==> config.mk <==
export PLATFORM = sky130hd
export DESIGN_NAME = rtc_tick_gen_flat
export DESIGN_NICKNAME = d
export VERILOG_FILES = /design/src/rtl/rtc_tick_gen_if.sv /design/src/rtl/rtc_tick_gen.sv /design/src/flat_wrapper.sv
export SDC_FILE = /design/constraint.sdc
export NUM_CORES = 1
export LEC_CHECK = 0
export BUFFER_PORTS_ARGS = -buffer_cell sky130_fd_sc_hd__buf_2
export CORE_ASPECT_RATIO = 0.7
export CORE_MARGIN = 1
export CORE_UTILIZATION = 40
export CTS_BUF_LIST = sky130_fd_sc_hd__clkbuf_2
export CTS_CLUSTER_DIAMETER = 200
export DETAILED_ROUTE_END_ITERATION = 8
export PLACE_DENSITY = 0.63
export SYNTH_ARGS = -nofsm -noshare
export SYNTH_HDL_FRONTEND = slang
export SYNTH_SLANG_ARGS = --single-unit
==> constraint.sdc <==
create_clock -name clk -period 3.6 [get_ports clk]
set_clock_uncertainty 0.05 [all_clocks]
set_input_delay 0.36 -clock clk [delete_from_list [all_inputs] [get_ports clk]]
set_output_delay 0.36 -clock clk [all_outputs]
set_load 0.01 [all_outputs]
==> src/rtl/rtc_tick_gen_if.sv <==
// rtl/rtc_tick_gen_if.sv - host-side bundle for the RTC tick generator
// Ports (seen from the tick generator, slave modport):
//   qd_in      in   QD of the upstream ripple counter, asynchronous
//   enable     in   1 = overflow events are counted
//   div_load   in   strobe: load div_value into reload register and counter
//   div_value  in   prescaler reload value, tick every div_value+1 overflows
//   irq_ack    in   strobe: acknowledge the pending interrupt
//   tick       out  1-cycle pulse on prescaler terminal count
//   irq        out  level interrupt request, held until acknowledged
//   overrun    out  a tick arrived while irq was already pending
//   div_count  out  current prescaler down-counter value
interface rtc_tick_gen_if #(
    parameter int DIV_WIDTH = 8
);
    logic                 qd_in;
    logic                 enable;
    logic                 div_load;
    logic [DIV_WIDTH-1:0] div_value;
    logic                 irq_ack;
    logic                 tick;
    logic                 irq;
    logic                 overrun;
    logic [DIV_WIDTH-1:0] div_count;

    modport master (
        output qd_in, enable, div_load, div_value, irq_ack,
        input  tick, irq, overrun, div_count
    );

    modport slave (
        input  qd_in, enable, div_load, div_value, irq_ack,
        output tick, irq, overrun, div_count
    );
endinterface

==> src/rtl/rtc_tick_gen.sv <==
// rtl/rtc_tick_gen.sv - ripple-counter overflow to prescaled tick and latched irq
// Ports:
//   clk    in     system clock, rising edge
//   rst_n  in     asynchronous reset, active low
//   bus    slave  rtc_tick_gen_if (qd_in, enable, div_load, div_value, irq_ack
//                 in; tick, irq, overrun, div_count out)
module rtc_tick_gen #(
    parameter int SYNC_STAGES = 2,
    parameter int DIV_WIDTH   = 8
) (
    input  logic           clk,
    input  logic           rst_n,
    rtc_tick_gen_if.slave  bus
);

    typedef enum logic [1:0] {
        IDLE = 2'd0,
        PEND = 2'd1,
        OVR  = 2'd2
    } irq_state_t;

    logic [SYNC_STAGES-1:0] sync_q;
    logic                   prev_q;
    logic                   ovf_q;
    logic [DIV_WIDTH-1:0]   reload_q;
    logic [DIV_WIDTH-1:0]   count_q;
    logic                   tick_q;
    irq_state_t             state_q;
    irq_state_t             state_d;
    logic                   irq_d;
    logic                   overrun_d;

    // Synchroniser plus edge register. The overflow strobe is itself a flop so
    // a QD fall reaches ovf_q SYNC_STAGES+1 edges later. Only a 1->0 transition
    // of the synced value counts; the reset value of 0 guarantees that a QD
    // already high at reset release is seen as a rising edge and ignored.
    always_ff @(posedge clk or negedge rst_n) begin
        if (!rst_n) begin
            sync_q <= '0;
            prev_q <= 1'b0;
            ovf_q  <= 1'b0;
        end else begin
            sync_q <= {sync_q[SYNC_STAGES-2:0], bus.qd_in};
            prev_q <= sync_q[SYNC_STAGES-1];
            ovf_q  <= prev_q & ~sync_q[SYNC_STAGES-1];
        end
    end

    // Prescaler: a load always wins, even over a coincident overflow, so
    // software reprogramming never emits a spurious tick.
    always_ff @(posedge clk or negedge rst_n) begin
        if (!rst_n) begin
            reload_q <= '0;
            count_q  <= '0;
            tick_q   <= 1'b0;
        end else if (bus.div_load) begin
            reload_q <= bus.div_value;
            count_q  <= bus.div_value;
            tick_q   <= 1'b0;
        end else if (ovf_q && bus.enable) begin
            if (count_q == '0) begin
                tick_q  <= 1'b1;
                count_q <= reload_q;
            end else begin
                tick_q  <= 1'b0;
                count_q <= count_q - 1'b1;
            end
        end else begin
            tick_q <= 1'b0;
        end
    end

    always_ff @(posedge clk or negedge rst_n) begin
        if (!rst_n) begin
            state_q <= IDLE;
        end else begin
            state_q <= state_d;
        end
    end

    // A tick coinciding with an acknowledge consumes the old request and
    // leaves the new one pending, which also clears any overrun.
    always_comb begin
        state_d   = state_q;
        irq_d     = 1'b0;
        overrun_d = 1'b0;
        case (state_q)
            IDLE: begin
                if (tick_q) begin
                    state_d = PEND;
                end
            end
            PEND: begin
                irq_d = 1'b1;
                if (tick_q && !bus.irq_ack) begin
                    state_d = OVR;
                end else if (!tick_q && bus.irq_ack) begin
                    state_d = IDLE;
                end
            end
            OVR: begin
                irq_d     = 1'b1;
                overrun_d = 1'b1;
                if (bus.irq_ack) begin
                    state_d = tick_q ? PEND : IDLE;
                end
            end
            default: begin
                state_d = IDLE;
            end
        endcase
    end

    assign bus.tick      = tick_q;
    assign bus.irq       = irq_d;
    assign bus.overrun   = overrun_d;
    assign bus.div_count = count_q;

endmodule
==> src/flat_wrapper.sv <==
// flat-port wrapper written by rule: the top's interface ports become plain ports
module rtc_tick_gen_flat 
#(
    parameter int SYNC_STAGES = 2,
    parameter int DIV_WIDTH   = 8
)
  (clk, rst_n, bus_qd_in, bus_enable, bus_div_load, bus_div_value, bus_irq_ack, bus_tick, bus_irq, bus_overrun, bus_div_count);
  rtc_tick_gen_if #(.DIV_WIDTH(DIV_WIDTH)) bus_i ();
  input  logic clk;
  input  logic rst_n;
  input wire logic [$bits(bus_i.qd_in)-1:0] bus_qd_in;
  input wire logic [$bits(bus_i.enable)-1:0] bus_enable;
  input wire logic [$bits(bus_i.div_load)-1:0] bus_div_load;
  input wire logic [$bits(bus_i.div_value)-1:0] bus_div_value;
  input wire logic [$bits(bus_i.irq_ack)-1:0] bus_irq_ack;
  output wire logic [$bits(bus_i.tick)-1:0] bus_tick;
  output wire logic [$bits(bus_i.irq)-1:0] bus_irq;
  output wire logic [$bits(bus_i.overrun)-1:0] bus_overrun;
  output wire logic [$bits(bus_i.div_count)-1:0] bus_div_count;
  assign bus_i.qd_in = bus_qd_in;
  assign bus_i.enable = bus_enable;
  assign bus_i.div_load = bus_div_load;
  assign bus_i.div_value = bus_div_value;
  assign bus_i.irq_ack = bus_irq_ack;
  assign bus_tick = bus_i.tick;
  assign bus_irq = bus_i.irq;
  assign bus_overrun = bus_i.overrun;
  assign bus_div_count = bus_i.div_count;
  rtc_tick_gen #(.SYNC_STAGES(SYNC_STAGES), .DIV_WIDTH(DIV_WIDTH)) u_core (.clk(clk), .rst_n(rst_n), .bus(bus_i));
endmodule
==> summary.txt <==
Floorplan
  – Die X: 67.81 um
  – I/O pins: 25
  – Die area: 3259 sq um
  – Initial Util: 0.4265
  – Std-Cell Rows: 16
  – Die height: 48.06 um
  – Placeable core region: ~2800 sq um

STA
  – Final hold vios: 0
  – Worst-Margin Slew: 0.5207 ns
  – Max Slew Vio Count: 0
  – Sum Neg Setup Slack: 0 ns
  – RSZ-0062 raised after global routing: no
  – Relative max-transition margin: 0.6528
  – Max Fclk: 440.0 MHz
  – Final count of negative-setup-slack endpoints: 0
  – Min Tclk post-route: 2.273 ns
  – Crit share post-route: 0.6313

Layout
  – # nets final: 164
  – Synthesis-to-layout area growth: 14.24%
  – Diode count: 0
  – Layout Cells excl Fill: 179
  – Layout cells sized above 1: 0.2867
  – Most frequent cells in the layout: 24 x buf_2, 23 x dfrtp_1, 13 x inv_1, 8 x nand2_1
  – Most common cell after layout, fill and taps aside: buf_2
  – Final design utilization: 0.4872

Run
  – Max Cap Viol: 0

Setup path
  – Arrival time worst endpoint: about 2.5 ns
  – CP Launch Type: flop
  – WP data required: ~3.8 ns
  – Critical-path maximum fanout: 10
  – Crit. End Element: flop
  – Crit Path Class: flop to flop
  – Cells on worst reg2reg path: 4

Logic synthesis
  – Netlist cell types: 37
  – Largest family of logic cells by synthesized area: simple AND/OR/NAND/NOR gates
  – Synthesized area: approximately 1200 sq um
  – Syn nets: 138
  – Top_reg_cell synth: dfrtp_1
  – Synthesis-stage register bit count: 23
  – Ys Warns: 0
  – Mux share of post-synthesis cell area: 0.1011
  – Synth Area in Adders: 0.06192
  – Post-Synth XOR/XNOR Area: 0.01445
  – Synth Area in Simple Gates: 0.1527
  – Post-synthesis sequential area ratio: 0.4747
  – Area fraction in compound gates after synthesis: 0.1362
  – Async SR Flop Fraction: 1.000
  – Synth Instances: 118
  – EDFF count, synth: 0
  – Syn avg cell area: 10.27 sq um

Placed design
  – Routability-driven placement congestion ratio: 0.8676
  – HPWL Detailed: 1.852 mm
  – Port Buf Inserts: 24
  – Cells after DPL: 174

Route
  – Avg WL per Cell: 13.70 um
  – Drt total wl: about 2.5 mm
  – Vias per cell: about 5.4
  – Pre-antenna DRT Iters: 4
  – Vias: 959
  – Initial drt markers: 31
  – Post-route ant nets: 0
  – DRC: 0

Power
  – Peak supply drop: 186.1 uV
  – P per Cell Area: 413.8 nW/um^2
  – P_leak: between 0.0006 and 0.0007 uW

Clock tree
  – Clk slew on worst S/H paths: about 0.20 ns
  – Clock buffer depth: 2
  – Post-CTS Setup Inserts: 0
  – CTS tree: done
  – Clk_lat worst skew: around 0.33 ns
  – Clock buffers created by TritonCTS: 3
  – H-tree depth: 1
  – Clock Sinks: 23
  – CTS root buffer: clkbuf_2

Global routing
  – Vias in the first global route: 853
  – Global route total overflow: 0
  – Initial antenna violation count: 0
  – Wire length of the first global-routing pass: just under 4 mm
  – Gr usage total: 0.1721
  – Pin count of the biggest net entering global routing: 28

Hold path
  – Type of the worst min-delay path: input port to flop
  – Worst hold stages: 1

Outcome
  – Status: complete, no violations
[sequential cells by signal, indices dropped and copies added, names as in the netlist]
register / cells
u_core.bus.div_count: 8
u_core.reload_q: 8
u_core.state_q: 2
u_core.sync_q: 2
u_core.bus.tick: 1
u_core.ovf_q: 1
u_core.prev_q: 1
[logic make-up (layout without fill, tap and decap cells)]
| kind of cell | Yosys count | after routing |
|---|---|---|
| AND/OR/NAND/NOR | 35 | 35 |
| AO/OA/AOI/OAI | 24 | 24 |
| flip-flops | 23 | 23 |
| buffers and inverters | 17 | 42 |
| multiplexers | 11 | 11 |
| adder cells (fa/ha/maj) | 6 | 6 |
| XOR/XNOR | 2 | 2 |
[what timing repair did]
item | 4_1_cts | 5_1_grt
hold buffers | 1 | 0
resized for setup | 0 | 0
hold endpoints to repair | 23 | 0
[path summary, 6_finish.rpt]
kind | from | end | slack (ns)
max in group asynchronous | rst_n | u_core.state_q[0]$_DFFE_PN0P_ | 2.71
min in group asynchronous | rst_n | u_core.reload_q[0]$_DFFE_PN0P_ | 0.45
max | u_core.bus.div_count[3]$_DFFE_PN0P_ | u_core.bus.div_count[1]$_DFFE_PN0P_ | 1.33
max reg2reg | u_core.bus.div_count[3]$_DFFE_PN0P_ | u_core.bus.div_count[1]$_DFFE_PN0P_ | 1.33
min | bus_qd_in | u_core.sync_q[0]$_DFF_PN0_ | 0.07
min reg2reg | u_core.sync_q[0]$_DFF_PN0_ | u_core.sync_q[1]$_DFF_PN0_ | 0.33
[area by class of cell]
type	count	area, sq um
fill	284	1458
sequential	23	575.6
multi-input combinational	78	565.5
timing repair buffer	25	130.1
inverter	13	48.80
tap	36	45.04
clock buffer	4	20.02
[worst max-delay path, cell delays in order, from the launching register on]
cell and delay (ns):
dfrtp_1 0.50, or4_4 0.57, or3_1 0.56, mux2_4 0.37, a22oi_2 0.17
[power by group]
group          internal [uW]  switching (uW)  leakage (uW)
sequential               285            27.3      0.000277
combinational           75.8            80.4      0.000388
clock                   29.4            75.0     0.0000166
total                    391             183      0.000682
[layer usage]
| metal | GRT usage | vias to the layer above | routed length [um] |
|---|---|---|---|
| li1 | - | 464 | - |
| met1 | 0.2167 | 472 | 1159 |
| met2 | 0.2812 | 21 | 1145 |
| met3 | 0.06190 | 2 | 135 |
| met4 | 0.05417 | 0 | 13 |
| met5 | 0 | - | 0 |
[per-stage QoR]
stage / cell area [sq um] / worst slack, ns / total power (uW) / hold WS, ns
floorplan: 1212 / 1.514 / 419.6 / 0.01441
global route: 1385 / 1.260 / 615.9 / 0.02912
detailed placement: 1355 / 1.377 / 473.8 / 0.2903
finish: 1385 / 1.327 / 573.2 / 0.06530
global placement: 1355 / 1.426 / 463.3 / 0.2846
CTS: 1385 / 1.335 / 579.3 / 0.05328
[Yosys cell counts, drive strengths merged (2+ instances only)]
cell     n  area share
dfrtp   23        0.47
inv     13       0.040
nand2    8       0.025
mux2     7       0.068
nor2     7       0.022
o21ai    7       0.029
ha       6       0.062
a21oi    5       0.021
nor3     5       0.021
mux2i    4       0.033
or3      4       0.022
clkbuf   3      0.0093
a221oi   2       0.014
a22oi    2       0.017
nor2b    2       0.010
or4      2       0.015
xor2     2       0.014
No activity file was read; power rests on OpenSTA's default activity.
